<file path="src/rtl/down_counter_nbit_pkg.sv">
// Shared definitions for the loadable down-counter: FSM state encodings and default width.
// Used by down_counter_nbit; see that file for the DOWN_COUNTER_AUTO_RELOAD_EN option.
package down_counter_nbit_pkg;

  localparam int unsigned DEFAULT_WIDTH = 3;

  typedef enum logic [1:0] {
    ST_IDLE   = 2'b00,
    ST_RUN    = 2'b01,
    ST_EXPIRE = 2'b10
  } state_t;

  // State entered on a load: a nonzero value starts a countdown, zero expires at once.
  function automatic state_t load_state(input logic nonzero);
    return nonzero ? ST_RUN : ST_EXPIRE;
  endfunction

endpackage

</file>
<file path="src/rtl/down_counter_nbit_subtractor.sv">
// Ripple-style N-bit subtractor with borrow-in/borrow-out: out = in1 - in2 - bin.
// bo is high when the true difference is negative.
module subtractor
  import down_counter_nbit_pkg::*;
#(
  parameter int unsigned WIDTH = DEFAULT_WIDTH
) (
  input  logic [WIDTH-1:0] in1,
  input  logic [WIDTH-1:0] in2,
  input  logic             bin,
  output logic [WIDTH-1:0] out,
  output logic             bo
);

  logic [WIDTH:0] diff;

  // Zero-extend one bit so the MSB of the difference is the borrow.
  assign diff = {1'b0, in1} - {1'b0, in2} - (WIDTH+1)'(bin);
  assign out  = diff[WIDTH-1:0];
  assign bo   = diff[WIDTH];

endmodule

</file>
<file path="src/rtl/down_counter_nbit.sv">
// Loadable N-bit down-counter with borrow-out and a countdown-tracking FSM (IDLE/RUN/EXPIRE).
// Optional DOWN_COUNTER_AUTO_RELOAD_EN: reload the last loaded value on underflow (periodic mode).
module down_counter_nbit
  import down_counter_nbit_pkg::*;
#(
  parameter int unsigned WIDTH = DEFAULT_WIDTH
) (
  input  logic             clk,
  input  logic             rst,
  input  logic             en,
  input  logic             load,
  input  logic [WIDTH-1:0] in,
  output logic [WIDTH-1:0] count,
  output logic             bo,
  output logic             zero,
  output logic             busy,
  output logic             done
);

  state_t           state;
  logic [WIDTH-1:0] diff;
  logic             borrow;
  logic [WIDTH-1:0] count_nxt;

`ifdef DOWN_COUNTER_AUTO_RELOAD_EN
  logic [WIDTH-1:0] reload;
`endif

  // count - en; borrow is en & (count == 0).
  subtractor #(
    .WIDTH(WIDTH)
  ) u_subtractor (
    .in1 (count),
    .in2 ('0),
    .bin (en),
    .out (diff),
    .bo  (borrow)
  );

  assign bo   = borrow & ~load;
  assign zero = (count == '0);
  assign busy = (state == ST_RUN);
  assign done = (state == ST_EXPIRE);

  // Count update priority: load, then decrement (or reload on underflow), else hold.
  always_comb begin
    count_nxt = diff;
`ifdef DOWN_COUNTER_AUTO_RELOAD_EN
    if (borrow) begin
      count_nxt = reload;
    end
`endif
    if (load) begin
      count_nxt = in;
    end
  end

  // Count register and FSM. EXPIRE decides its next state as IDLE would, since IDLE is its successor.
  always_ff @(posedge clk) begin
    if (rst) begin
      count <= '0;
      state <= ST_IDLE;
`ifdef DOWN_COUNTER_AUTO_RELOAD_EN
      reload <= '0;
`endif
    end else begin
      count <= count_nxt;
      if (load) begin
        state <= load_state(in != '0);
`ifdef DOWN_COUNTER_AUTO_RELOAD_EN
        reload <= in;
`endif
      end else begin
        case (state)
          ST_IDLE, ST_EXPIRE: begin
`ifdef DOWN_COUNTER_AUTO_RELOAD_EN
            state <= (borrow && (reload != '0)) ? ST_RUN : ST_IDLE;
`else
            state <= ST_IDLE;
`endif
          end
          ST_RUN: begin
            if (en && (count == WIDTH'(1))) begin
              state <= ST_EXPIRE;
            end
          end
          default: state <= ST_IDLE;
        endcase
      end
    end
  end

endmodule

</file>
<file path="config.mk">
export PLATFORM = sky130hd
export DESIGN_NAME = down_counter_nbit
export DESIGN_NICKNAME = d
export VERILOG_FILES = /design/src/rtl/down_counter_nbit_pkg.sv /design/src/rtl/down_counter_nbit_subtractor.sv /design/src/rtl/down_counter_nbit.sv
export SDC_FILE = /design/constraint.sdc
export NUM_CORES = 1
export LEC_CHECK = 0
export CAP_MARGIN = 20
export CELL_PAD_IN_SITES_DETAIL_PLACEMENT = 0
export CELL_PAD_IN_SITES_GLOBAL_PLACEMENT = 1
export CORE_AREA = 2 2 39 41
export CTS_CLUSTER_SIZE = 16
export DETAILED_ROUTE_END_ITERATION = 10
export DIE_AREA = 0 0 41 43
export GPL_TIMING_DRIVEN = 0
export PLACE_DENSITY_LB_ADDON = 0.1
export SYNTH_ARGS = -nofsm -noshare
export SYNTH_HDL_FRONTEND = slang
export SYNTH_SLANG_ARGS = --single-unit
</file>
<file path="constraint.sdc">
create_clock -name clk -period 1.2 [get_ports clk]
set_clock_uncertainty 0.15 [all_clocks]
set_input_delay 0.18 -clock clk [delete_from_list [all_inputs] [get_ports clk]]
set_output_delay 0.18 -clock clk [all_outputs]
set_load 0.01 [all_outputs]
</file>
==> flow_metrics.env <==
export IMPL_status="finished, violations left"
export IMPL_violations="setup timing"
export IMPL_grt_max_degree=9
export IMPL_maxSlewViolCount=0
export IMPL_root_buffer="clkbuf_4"
export IMPL_hold_depth=2
export IMPL_yosysUniqueCellTypes=14
export IMPL_cpMaxStageDelayCell="dfxtp_4"
export IMPL_wl_per_cell_um=11.5
export IMPL_cp_end_kind="primary output"
export IMPL_path_class="register to primary output"
export IMPL_final_layout_size_suffix_gt1_share_pct=62.5
export IMPL_grt_pass1_vias=279
export IMPL_rsz0062_at_grt="yes"
export IMPL_cts_sinks=5
export IMPL_total_power_mw=0.548
export IMPL_gp_congestion=0.699
export IMPL_num_fill_cells=154
export IMPL_worst_slew_pin_slew_ns=0.197
export IMPL_port_buffers=13
export IMPL_cp_max_fo=2
export IMPL_rrSetupSlack_ns=-0.13
export IMPL_start_util_pct=19.4
export IMPL_r2r_end="count[2]$_SDFF_PP0_"
export IMPL_drt_pass1_iter_count=2
export IMPL_fmax_mhz=708
export IMPL_holdCritPathClass="input pin to register"
export IMPL_area_growth_synth_to_final_pct=95.3
export IMPL_core_area_um2=1380
export IMPL_slew_limit_headroom_pct=86.9
export IMPL_ys_warn_count=0
export IMPL_hold_viol=0
export IMPL_met2WireLength_um=370
export IMPL_setup_slack_ns=-0.212
export IMPL_power_density_nw_per_um2=1040
export IMPL_top_layer="met3"
export IMPL_h_tree_depth=1
export IMPL_dr_total_vias=287
export IMPL_crit_required_ns=0.87
export IMPL_setup_viol=4
export IMPL_layout_min_cycle_time_ns=1.41
export IMPL_dieArea_um2=1760
export IMPL_final_common_cell="nor2b_1"
export IMPL_routed_wl_um=736
export IMPL_grtUsageTotal_pct=9.84
export IMPL_grt_pass1_wl_um=1150
export IMPL_reg2regPathDepth=6
export IMPL_ant_nets=0
export IMPL_reg2reg_from="count[0]$_SDFF_PP0_"
export IMPL_hpwl_um=528
export IMPL_grt_ovfl_total=0
export IMPL_postCtsHoldBufs=0
export IMPL_drt_drc_violations_left=0
export IMPL_crit_family="flip-flops"
export IMPL_clock_latency_ns=0.24
export IMPL_hold_ws_ns=0.0550
export IMPL_cts_tree="done"
export IMPL_ios=14
export IMPL_antenna_found_initial=0
export IMPL_netlist_area_um2=269
export IMPL_register_area_um2=111
export IMPL_clk_pin_slew_ns=0.05
export IMPL_rows=14
export IMPL_via_per_inst=4.48
export IMPL_worst_path_buf_inv=2
export IMPL_seq_area_frac_synth_pct=37.2
export IMPL_cap_violations=0
export IMPL_dp_cells=57
export IMPL_syn_nets=37
export IMPL_min_from="rst"
export IMPL_ir_drop_uv=325
export IMPL_cts_buffers=3
export IMPL_dieWidth_um=41
export IMPL_start_kind="register"
export IMPL_dr_wl_met3_um=68
export IMPL_max_stage_delay_ns=0.34
export IMPL_fin_crit_sh_pct=118
export IMPL_clock_path_buffers=2
export IMPL_drt_iter0_markers=7
export IMPL_wl_met1_um=297
export IMPL_multi_input_area_um2=235
export IMPL_p_leak_nw=0.217
export IMPL_diodes=0
export IMPL_chipHeight_um=43
export IMPL_whs_endpoint="count[1]$_SDFF_PP0_"
export IMPL_ys_ff_latch=5
export IMPL_crit_chain="inv_4, ha_4, nor4b_4, buf_2"
export IMPL_syn_area_per_cell_um2=9.61
export IMPL_critical_path_arrival_ns=1.08
export IMPL_instances_no_fill=64
export IMPL_nets=58
export IMPL_netlist_instances=28
export IMPL_most_common_layout_cells="nor2b_1, dlygate4sd2_1, buf_2"
==> registers in the layout, indices dropped and copies added (netlist names) <==
| register | count |
|---|---|
| state | 2 |
| count | 3 |
==> area by class of cell <==
cell class	count	area share, %
clock buffer	4	5.00
inverter	3	2.62
multi-input combinational	20	44.8
sequential	5	21.2
tap	16	3.81
timing repair buffer	16	22.6
==> cells by family (layout without fill, tap and decap cells) <==
logic type | after synthesis | in the layout | share of synthesized area, %
DFF | 5 | 5 | 37.2
buffers and inverters | 3 | 23 | 4.19
and+or+nand+nor | 12 | 12 | 30.7
AOI/OAI and AO/OA | 5 | 5 | 15.3
adders and majority gates | 2 | 2 | 9.30
xor gates and xnor gates | 1 | 1 | 3.26
==> where the power goes <==
group	internal (mW)	total, mW	leakage (nW)	switching [mW]
registers	0.181	0.198	0.0436	0.0171
logic	0.0895	0.153	0.158	0.0635
clock network	0.126	0.197	0.0150	0.0709
total	0.396	0.548	0.217	0.152
==> worst max-delay path by stage <==
stage,cells past startpoint,endpoint,start,slack [ns]
global route,4,bo,count[0]$_SDFF_PP0_,-0.26
CTS,4,bo,count[0]$_SDFF_PP0_,-0.22
global placement,4,bo,en,-0.73
floorplan,5,count[2]$_SDFF_PP0_,count[0]$_SDFF_PP0_,-0.04
finish,4,bo,count[0]$_SDFF_PP0_,-0.21
detailed placement,4,bo,en,-0.73
==> layer usage <==
metal	up-vias	track usage (%)
met5	-	0
met4	0	4.00
met3	0	3.14
met2	11	16.3
met1	133	10.9
li1	143	-
==> stage by stage <==
stage	cell area (um2)	util (%)	setup TNS, ns	worst slack (ns)
floorplan	282	-	-0.0398	-0.0398
global placement	432	31.2	-2.96	-0.729
detailed placement	432	31.2	-3.02	-0.728
CTS	515	37.3	-0.570	-0.224
global route	526	38.0	-0.733	-0.264
finish	526	38.0	-0.466	-0.212
==> worst reg2reg max path, stage by stage, from the launching register on <==
cell,delay [ns]
dfxtp_4,0.35
inv_4,0.03
ha_4,0.15
buf_6,0.11
ha_4,0.15
xnor2_2,0.12
a211oi_1,0.18
==> synth_stat cells (all sizes together) <==
cell     n  area [um2]
nor2b    6        37.5
xnor2    1        8.76
a32o     1        10.0
a211oi   3        22.5
nor3     1        5.00
o32ai    1        8.76
or4b     1        10.0
inv      3        11.3
dfxtp    5         100
nor2     1        3.75
ha       2        25.0
nand4bb  1        11.3
or3      1        6.26
nor4b    1        8.76
==> repair_timing <==
action	4_1_cts	5_1_grt
resized for setup	48	9
setup buffers	2	1
hold endpoints to repair	0	0
setup endpoints to repair	11	11
pin swaps	6	3
No activity file was read; power rests on OpenSTA's default activity.
